`config.mk`:
```
export PLATFORM = sky130hd
export DESIGN_NAME = uart_fifo_bridge
export DESIGN_NICKNAME = d
export VERILOG_FILES = /design/src/rtl/uart_pkg.sv /design/src/rtl/uart_sync_fifo.sv /design/src/rtl/uart_fifo_bridge.sv
export SDC_FILE = /design/constraint.sdc
export NUM_CORES = 1
export LEC_CHECK = 0
export CAP_MARGIN = 10
export CORE_MARGIN = 1.5
export CORE_UTILIZATION = 60
export CTS_BUF_LIST = sky130_fd_sc_hd__clkbuf_8
export DETAILED_ROUTE_END_ITERATION = 10
export GPL_ROUTABILITY_DRIVEN = 0
export PLACE_DENSITY = 0.79
export SKIP_CTS_REPAIR_TIMING = 1
export SYNTH_ARGS = -nofsm -noshare
export SYNTH_HDL_FRONTEND = slang
export SYNTH_SLANG_ARGS = --single-unit
```
`constraint.sdc`:
```
create_clock -name clk_i -period 2.8 [get_ports clk_i]
set_input_delay 0.56 -clock clk_i [delete_from_list [all_inputs] [get_ports clk_i]]
set_output_delay 0.56 -clock clk_i [all_outputs]
set_load 0.05 [all_outputs]
```
`src/rtl/uart_pkg.sv`:
```
// Shared types and defaults for the UART FIFO bridge: RX entry layout and
// default FIFO depths.
package uart_pkg;

    localparam int TX_DEPTH_DEFAULT = 16;
    localparam int RX_DEPTH_DEFAULT = 16;

    typedef struct packed {
        logic [7:0] data;
        logic       frame_err;
        logic       parity_err;
    } rx_entry_t;

    localparam int RX_ENTRY_W = $bits(rx_entry_t);

endpackage

```
`src/rtl/uart_sync_fifo.sv`:
```
// Generic single-clock show-ahead FIFO with flush and a drop strobe that
// fires when a push is refused.
module uart_sync_fifo #(
    parameter int Width = 8,
    parameter int Depth = 16
) (
    input  logic                     clk_i,
    input  logic                     reset_n_i,
    input  logic                     push_i,
    input  logic [Width-1:0]         wr_data_i,
    input  logic                     pop_i,
    input  logic                     flush_i,
    output logic [Width-1:0]         rd_data_o,
    output logic                     full_o,
    output logic                     empty_o,
    output logic [$clog2(Depth):0]   count_o,
    output logic                     drop_o
);

    localparam int AW = $clog2(Depth);
    localparam int CW = AW + 1;

    logic [Width-1:0] mem_r [Depth];
    logic [AW-1:0]    wr_ptr_r;
    logic [AW-1:0]    rd_ptr_r;
    logic [CW-1:0]    count_r;

    logic full_s;
    logic empty_s;
    logic do_pop_s;
    logic do_push_s;
    logic drop_s;

    // Handshake decode; a pop frees a slot so a same-cycle push into a full FIFO is accepted.
    always_comb begin
        full_s    = (count_r == CW'(Depth));
        empty_s   = (count_r == CW'(0));
        do_pop_s  = pop_i & ~empty_s;
        do_push_s = push_i & (~full_s | do_pop_s);
        drop_s    = push_i & full_s & ~do_pop_s & ~flush_i;
    end

    // Pointer and occupancy state; flush overrides any same-cycle push or pop.
    always_ff @(posedge clk_i or negedge reset_n_i) begin
        if (!reset_n_i) begin
            wr_ptr_r <= AW'(0);
            rd_ptr_r <= AW'(0);
            count_r  <= CW'(0);
        end else if (flush_i) begin
            wr_ptr_r <= AW'(0);
            rd_ptr_r <= AW'(0);
            count_r  <= CW'(0);
        end else begin
            if (do_push_s) begin
                wr_ptr_r <= wr_ptr_r + AW'(1);
            end
            if (do_pop_s) begin
                rd_ptr_r <= rd_ptr_r + AW'(1);
            end
            case ({do_push_s, do_pop_s})
                2'b10:   count_r <= count_r + CW'(1);
                2'b01:   count_r <= count_r - CW'(1);
                default: count_r <= count_r;
            endcase
        end
    end

    // Storage is deliberately left unreset; contents are meaningless while empty.
    always_ff @(posedge clk_i) begin
        if (do_push_s && !flush_i) begin
            mem_r[wr_ptr_r] <= wr_data_i;
        end
    end

    assign rd_data_o = mem_r[rd_ptr_r];
    assign full_o    = full_s;
    assign empty_o   = empty_s;
    assign count_o   = count_r;
    assign drop_o    = drop_s;

endmodule

```
`src/rtl/uart_fifo_bridge.sv`:
```
// Host-side byte buffering between a bus master and a UART core: a TX FIFO
// feeding the transmitter and an RX FIFO capturing received bytes with flags.
module uart_fifo_bridge
    import uart_pkg::*;
#(
    parameter int TxDepth = TX_DEPTH_DEFAULT,
    parameter int RxDepth = RX_DEPTH_DEFAULT
) (
    input  logic                       clk_i,
    input  logic                       reset_n_i,
    input  logic [7:0]                 tx_data_i,
    input  logic                       tx_wr_i,
    output logic                       tx_full_o,
    output logic [$clog2(TxDepth):0]   tx_count_o,
    input  logic                       tx_flush_i,
    output logic [7:0]                 rx_data_o,
    output logic                       rx_frame_err_o,
    output logic                       rx_parity_err_o,
    output logic                       rx_empty_o,
    input  logic                       rx_rd_i,
    output logic [$clog2(RxDepth):0]   rx_count_o,
    input  logic                       rx_flush_i,
    output logic                       rx_overflow_o,
    output logic                       tx_overflow_o,
    input  logic                       ovf_clr_i,
    output logic [7:0]                 uart_data_o,
    output logic                       uart_data_valid_o,
    input  logic                       uart_data_in_ready_i,
    input  logic [7:0]                 uart_data_i,
    input  logic                       uart_data_valid_i,
    input  logic                       uart_frame_error_i,
    input  logic                       uart_parity_error_i
);

    logic      tx_empty_s;
    logic      tx_drop_s;
    logic      rx_drop_s;
    logic      rx_full_s;
    logic      tx_ovf_r;
    logic      rx_ovf_r;
    rx_entry_t rx_wr_s;
    rx_entry_t rx_head_s;

    assign rx_wr_s = '{data: uart_data_i, frame_err: uart_frame_error_i,
                       parity_err: uart_parity_error_i};

    // The transmitter pops on its ready; the pop is qualified by non-empty inside the FIFO.
    uart_sync_fifo #(
        .Width (8),
        .Depth (TxDepth)
    ) u_tx_fifo (
        .clk_i     (clk_i),
        .reset_n_i (reset_n_i),
        .push_i    (tx_wr_i),
        .wr_data_i (tx_data_i),
        .pop_i     (uart_data_in_ready_i),
        .flush_i   (tx_flush_i),
        .rd_data_o (uart_data_o),
        .full_o    (tx_full_o),
        .empty_o   (tx_empty_s),
        .count_o   (tx_count_o),
        .drop_o    (tx_drop_s)
    );

    uart_sync_fifo #(
        .Width (RX_ENTRY_W),
        .Depth (RxDepth)
    ) u_rx_fifo (
        .clk_i     (clk_i),
        .reset_n_i (reset_n_i),
        .push_i    (uart_data_valid_i),
        .wr_data_i (rx_wr_s),
        .pop_i     (rx_rd_i),
        .flush_i   (rx_flush_i),
        .rd_data_o (rx_head_s),
        .full_o    (rx_full_s),
        .empty_o   (rx_empty_o),
        .count_o   (rx_count_o),
        .drop_o    (rx_drop_s)
    );

    // Valid depends only on registered occupancy, so ready never loops back into it.
    assign uart_data_valid_o = ~tx_empty_s;
    assign rx_data_o         = rx_head_s.data;
    assign rx_frame_err_o    = rx_head_s.frame_err;
    assign rx_parity_err_o   = rx_head_s.parity_err;

    // Sticky overflow flags; a drop in the same cycle as a clear keeps the flag set.
    always_ff @(posedge clk_i or negedge reset_n_i) begin
        if (!reset_n_i) begin
            tx_ovf_r <= 1'b0;
            rx_ovf_r <= 1'b0;
        end else begin
            if (tx_drop_s) begin
                tx_ovf_r <= 1'b1;
            end else if (ovf_clr_i) begin
                tx_ovf_r <= 1'b0;
            end else begin
                tx_ovf_r <= tx_ovf_r;
            end
            if (rx_drop_s) begin
                rx_ovf_r <= 1'b1;
            end else if (ovf_clr_i) begin
                rx_ovf_r <= 1'b0;
            end else begin
                rx_ovf_r <= rx_ovf_r;
            end
        end
    end

    assign tx_overflow_o = tx_ovf_r;
    assign rx_overflow_o = rx_ovf_r;

endmodule

```
==> flow_summary.toml, run 1 <==
[die]
die_footprint_um2 = 22220
die_h_um = 149.1
placement_rows = 53
initial_utilization_pct = 61.10
fp.coreArea_um2 = 20960
floorplan.io_pins = 60
die-width_um = 149.1

[yosys]
synth-async-reset-ratio_pct = 8.861
postSynthAreaPerCell_um2 = 20.01
number_of_synthesized_flops_with_an_enable_pin = 288
synthDominantAreaCellType = "sky130_fd_sc_hd__edfxtp_1"
postSynthCellCount = 640
synthesis.yosys.warnings = 0
synth_area_um2 = 12800
synth_largest_type_area_fraction_pct = 67.55
postSynthRegisterBits = 316
yosysSeqAreaShare_pct = 73.02
synth_fp_nets = 683
synth.top_cells.by_area = "sky130_fd_sc_hd__edfxtp_1, sky130_fd_sc_hd__mux4_2, sky130_fd_sc_hd__dfrtp_1"
synth_cell_type_count = 43
postSynth.topFlopCell = "sky130_fd_sc_hd__edfxtp_1"

[sta]
timing.final.ws_setup_ns = -0.3052
worst_pin_slew_ns = 0.7401
final.period_utilization_pct = 110.9
timing_max_transition_violations_final = 0
finalClockSkew_ns = 0.03382
timing.slew.headroom_pct = 50.66
hold_violations = 0
post-route-min-period_ns = 3.105
peak_freq_mhz = 322.0
rsz0062_at_grt = "yes"
setup_viol_count_final = 18

[grt]
grt_start_max_net_pins = 44
grt-ovfl-total = 0
grt_first_pass_wirelength_mm = 39.43
initial_antenna_violation_count = 0
track_usage_pct = 24.29
number_of_global_route_vias_before_repair = 6942

[clock_network]
clk_pin_slew_ns = 0.06
cts.htree.levels = 2
cts-buffers-inserted = 48
clock_tree.root_cell = "sky130_fd_sc_hd__clkbuf_8"
cts_tree = "yes"
insertion_delay_ns = 0.58
tritoncts_num_sinks = 316
cts_buffer_depth = 3

[detailed_routing]
post_drt_via_cell_ratio = 6.054
dr.first_iter.drc_count = 500
detail_route.first_pass.iterations = 7
maxUsedRoutingLayer = "met4"
wl_met3_mm = 1.575
antenna_left = 0
post_drt_wl_per_cell_um = 24.30
drcViolationCount = 0
metal2_wl_mm = 14.34
totalWireLength_mm = 26.73
vias = 6659
routedLengthMet1_mm = 10.28

[critical_path]
crit_type = "reg2out"
timing.critical_path.from_type = "register"
timing.critical_path.to_type = "primary output"
ordered_list_of_cells_on_the_worst_path = "buf_12 > buf_12 > mux4_2 > mux4_2 > buf_6"
worstPathMaxFanout = 6
critPathMaxStageDelay_ns = 0.58
critPathRequiredTime_ns = 2.24
critPathSlowestCell = "sky130_fd_sc_hd__mux4_2"
cp.arrival_ns = 2.55
r2r.worst_path.cells = 10

[finish]
layout_common_cells = "sky130_fd_sc_hd__edfxtp_1, sky130_fd_sc_hd__mux4_2, sky130_fd_sc_hd__nor2_1"
layoutNonFillerInstCount = 1100
antenna-diode-count = 0
nets = 829
final_design_area_no_fill_um2 = 15290
utilization_pct = 72.98
syn2layout_area_growth_pct = 19.45
drive_above_1_share_pct = 31.64
final_common_cell = "sky130_fd_sc_hd__edfxtp_1"
fill_count = 1238

[place]
port_buffers = 59
dpl.hpwl_mm = 15.90
placed_cells_incl_taps = 995
dpl-instance-area_um2 = 14040

[power]
peakVddDrop_mv = 0.6085
leakage_nw = 5.193
power.density_cell_area_nw_per_um2 = 841.3

[worst_hold_path]
worstHoldPathType = "in2async"

[status]
status = "complete, but fails checks"
violations = "negative setup slack"

[job]
max-cap-violations = 0
-- registers in the layout (all words and copies together), names as in the netlist --
register and cells:
u_tx_fifo.count_o 5, u_rx_fifo.count_o 5, rx_overflow_o 1, u_rx_fifo.rd_ptr_r 4
u_tx_fifo.mem_r 128, u_rx_fifo.wr_ptr_r 4, u_rx_fifo.mem_r 160, u_tx_fifo.rd_ptr_r 4
tx_overflow_o 1, u_tx_fifo.wr_ptr_r 4
-- cell usage after synthesis (3+ instances only) --
library cell               instances
sky130_fd_sc_hd__ha_1             15
sky130_fd_sc_hd__inv_1            12
sky130_fd_sc_hd__xor2_1           12
sky130_fd_sc_hd__buf_1             5
sky130_fd_sc_hd__dfrtp_1          28
sky130_fd_sc_hd__buf_4             6
sky130_fd_sc_hd__mux2_1            4
sky130_fd_sc_hd__o21ai_0           3
sky130_fd_sc_hd__nor3_1           10
sky130_fd_sc_hd__a21oi_1           9
sky130_fd_sc_hd__nand3_1          12
sky130_fd_sc_hd__buf_2             4
sky130_fd_sc_hd__nand2b_1          8
sky130_fd_sc_hd__nor4_1            3
sky130_fd_sc_hd__nand2_1          19
sky130_fd_sc_hd__mux4_2           90
sky130_fd_sc_hd__xnor2_1           5
sky130_fd_sc_hd__a31oi_1           3
sky130_fd_sc_hd__mux2i_1           4
sky130_fd_sc_hd__clkbuf_1         14
sky130_fd_sc_hd__nor2_1           53
sky130_fd_sc_hd__buf_6             3
sky130_fd_sc_hd__and3_1            3
sky130_fd_sc_hd__edfxtp_1        288
-- per-layer routing --
metal  GRT usage [%]  vias up
met1           31.30     3459
met4           7.475        0
li1                -     2892
met2           42.22      263
met3           4.740       45
met5               0        -
-- logic make-up after synthesis --
logic type                 count (synthesis)  synth area share, %
xor gates and xnor gates                  17                1.163
AOI/OAI and AO/OA                         26                1.407
DFF                                      316                73.02
buffers and inverters                     45                1.710
adders and majority gates                 16                1.622
and+or+nand+nor                          121                4.476
muxes                                     99                16.60
-- stage by stage --
| stage | TNS (ns) | power (mW) | hold WS (ns) | setup slack (ns) |
|---|---|---|---|---|
| after global routing | -4.953 | 13.38 | 0.4045 | -0.3657 |
| final | -3.857 | 12.87 | 0.3867 | -0.3052 |
| after global placement | 0 | 8.845 | 0.5273 | 0.1730 |
| after detailed placement | -0.007398 | 8.954 | 0.5252 | -0.007398 |
| after floorplan | 0 | 8.012 | 0.2644 | 0.01869 |
| after CTS | -6.228 | 12.47 | 0.3748 | -0.3778 |
-- worst max-delay path: cells and delay by family, from the launching register on --
| family | cells | cell delay [ns] |
|---|---|---|
| DFF | 1 | 0.46 |
| muxes | 2 | 1.07 |
| buffers and inverters | 3 | 0.45 |
-- where the power goes --
part,switching (mW),internal [mW]
Clock,1.75,1.78
Combinational,1.97,1.91
Sequential,0.180,5.28
-- cell type report --
class / instances / area (um2) / share of cell area, %
clock inverter: 39 / 214.0 / 1.399
multi-input combinational: 279 / 3247 / 21.23
tap: 275 / 344.1 / 2.250
clock buffer: 50 / 688.2 / 4.500
inverter: 13 / 48.80 / 0.3191
sequential: 316 / 9354 / 61.16
timing repair buffer: 128 / 1398 / 9.139
-- path summary, 6_finish.rpt --
check / end / startpoint / slack (ns)
hold / removal: u_tx_fifo.count_o[3]$_DFFE_PN0P_ / reset_n_i / 0.39
min in group clk_i: tx_overflow_o$_DFFE_PN0P_ / tx_overflow_o$_DFFE_PN0P_ / 0.53
max in group asynchronous: u_tx_fifo.rd_ptr_r[0]$_DFFE_PN0P_ / reset_n_i / 2.12
setup reg to reg: u_tx_fifo.count_o[4]$_DFFE_PN0P_ / u_tx_fifo.count_o[1]$_DFFE_PN0P_ / 0.23
setup / recovery: uart_data_o[4] / u_tx_fifo.rd_ptr_r[0]$_DFFE_PN0P_ / -0.31
hold reg to reg: tx_overflow_o$_DFFE_PN0P_ / tx_overflow_o$_DFFE_PN0P_ / 0.53
(Power assumes the default switching activity.)
==> run 2, diff against run 1 <==
Settings changed: CORE_UTILIZATION 60 to 45, PLACE_DENSITY 0.79 to unset.
==> flow_summary.toml, run 2 (same netlist as run 1, synthesis figures left out) <==
[die]
die_footprint_um2 = 29470
initial_utilization_pct = 45.96
fp.coreArea_um2 = 27860
placement_rows = 61
die-width_um = 171.7
die_h_um = 171.7
floorplan.io_pins = 60

[clock_network]
insertion_delay_ns = 0.57
cts_buffer_depth = 3
tritoncts_num_sinks = 316
cts.htree.levels = 2
cts-buffers-inserted = 51
clk_pin_slew_ns = 0.06
clock_tree.root_cell = "sky130_fd_sc_hd__clkbuf_8"
cts_tree = "yes"

[worst_hold_path]
worstHoldPathType = "in2async"

[power]
power.density_cell_area_nw_per_um2 = 836.9
peakVddDrop_mv = 0.5289
p_sw_mw = 3.897
switching_share_pct = 30.10
leakage_nw = 5.173
power.sequential.fraction_pct = 42.1
p_clk_share_pct = 27.9
power.share.combinational_pct = 30.0
p_int_mw = 9.051

[grt]
number_of_global_route_vias_before_repair = 7010
grt-ovfl-total = 0
grt_start_max_net_pins = 44
initial_antenna_violation_count = 0
grt_first_pass_wirelength_mm = 40.01
track_usage_pct = 18.39

[sta]
timing.slew.headroom_pct = 51.29
timing.setup.tns_ns = -3.618
hold_violations = 0
final.period_utilization_pct = 108.1
setup_viol_count_final = 18
timing.final.ws_setup_ns = -0.2276
peak_freq_mhz = 330.3
timing_max_transition_violations_final = 0
rsz0062_at_grt = "yes"
finalClockSkew_ns = 0.02102
post-route-min-period_ns = 3.028
worst_pin_slew_ns = 0.7307

[detailed_routing]
antenna_left = 0
vias = 6515
totalWireLength_mm = 26.52
detail_route.first_pass.iterations = 5
post_drt_via_cell_ratio = 5.429
post_drt_wl_per_cell_um = 22.10
drcViolationCount = 0
dr.first_iter.drc_count = 446

[finish]
final_common_cell = "sky130_fd_sc_hd__edfxtp_1"
layout.area.seq_um2 = 9351
layoutNonFillerInstCount = 1200
multi_input_area_um2 = 3257
antenna-diode-count = 0
syn2layout_area_growth_pct = 20.83
drive_above_1_share_pct = 30.78
utilization_pct = 55.54
layout_common_cells = "sky130_fd_sc_hd__edfxtp_1, sky130_fd_sc_hd__mux4_2, sky130_fd_sc_hd__nor2_1"
max_flop_register = "u_rx_fifo.mem_r"
largest_register_ffs = 160
reg_top3 = "u_rx_fifo.mem_r (160), u_tx_fifo.mem_r (128)"
fill_count = 2149
nets = 831
final_design_area_no_fill_um2 = 15470

[place]
dpl-instance-area_um2 = 14200
placed_cells_incl_taps = 1099
place_ws_ns = 0.01630
port_buffers = 59
dpl.hpwl_mm = 16.32

[critical_path]
crit_type = "reg2out"
critPathRequiredTime_ns = 2.24
timing.critical_path.to_type = "primary output"
cp.arrival_ns = 2.47
worstPathMaxFanout = 5
timing.critical_path.from_type = "register"

[status]
violations = "negative setup slack"
status = "complete, but fails checks"

[job]
max-cap-violations = 0
[run 2: cell types whose count changed in the layout (fill, tap and decap cells not counted), moves of 2 or more]
| cell | delta |
|---|---|
| sky130_fd_sc_hd__clkinv_2 | -14 |
| sky130_fd_sc_hd__clkinv_1 | +6 |
| sky130_fd_sc_hd__buf_12 | +4 |
| sky130_fd_sc_hd__clkinvlp_4 | +3 |
| sky130_fd_sc_hd__buf_4 | -2 |
| sky130_fd_sc_hd__inv_1 | +2 |
| sky130_fd_sc_hd__nor3_1 | -2 |
| sky130_fd_sc_hd__nor3_2 | +2 |
[run 2: final cells by class]
type	instances	share of cell area, %
Timing Repair Buffer	127	9.220
Inverter	13	0.3154
Tap cell	378	3.057
Multi-Input combinational cell	279	21.05
Clock inverter	36	1.375
Sequential cell	316	60.44
Clock buffer	51	4.537
[run 2: worst paths after layout]
kind	from	end	slack, ns	cells past startpoint
worst max-delay path	u_tx_fifo.rd_ptr_r[0]$_DFFE_PN0P_	uart_data_o[1]	-0.23	5
worst min-delay path	reset_n_i	u_rx_fifo.count_o[3]$_DFFE_PN0P_	0.40	2
worst max register to register	u_tx_fifo.count_o[1]$_DFFE_PN0P_	u_tx_fifo.count_o[3]$_DFFE_PN0P_	0.24	10
worst min register to register	u_rx_fifo.rd_ptr_r[2]$_DFFE_PN0P_	u_rx_fifo.rd_ptr_r[2]$_DFFE_PN0P_	0.55	2
max in group asynchronous	reset_n_i	u_rx_fifo.rd_ptr_r[0]$_DFFE_PN0P_	2.10	2
min in group clk_i	u_rx_fifo.rd_ptr_r[2]$_DFFE_PN0P_	u_rx_fifo.rd_ptr_r[2]$_DFFE_PN0P_	0.55	2
[run 2: power groups by stage]
stage	logic (mW)	clock network (mW)	registers [mW]
after floorplan	2.34	0	5.67
after global placement	3.34	0	5.53
after detailed placement	3.40	0	5.54
after CTS	3.41	3.71	5.45
after global routing	4.12	3.93	5.47
final	3.89	3.61	5.45
[run 2: critical path: stages, from the launching register on]
cell and delay [ns]:
sky130_fd_sc_hd__dfrtp_2 0.41, sky130_fd_sc_hd__buf_12 0.14, sky130_fd_sc_hd__clkbuf_16 0.15, sky130_fd_sc_hd__mux4_2 0.50, sky130_fd_sc_hd__mux4_2 0.52, sky130_fd_sc_hd__buf_6 0.18
[run 2: metrics by stage]
stage	power [mW]	hold WS (ns)
after floorplan	8.012	0.2644
after global routing	13.51	0.4158
after CTS	12.57	0.3867
after global placement	8.874	0.5274
final	12.95	0.3958
after detailed placement	8.943	0.5495
[run 2: layer usage]
layer / wire, um / vias to the layer above / track usage [%]
li1: - / 2889 / -
met5: 0 / - / 0
met3: 1014 / 50 / 3.106
met1: 10830 / 3404 / 23.08
met4: 666 / 0 / 6.560
met2: 14010 / 172 / 32.23
==> run 3, diff against run 2 <==
Settings changed: ABC_CLOCK_PERIOD_IN_PS set to 2800.
==> results of run 3 <==
No change in the layout: final DEF, timing and power equal those of run 2.
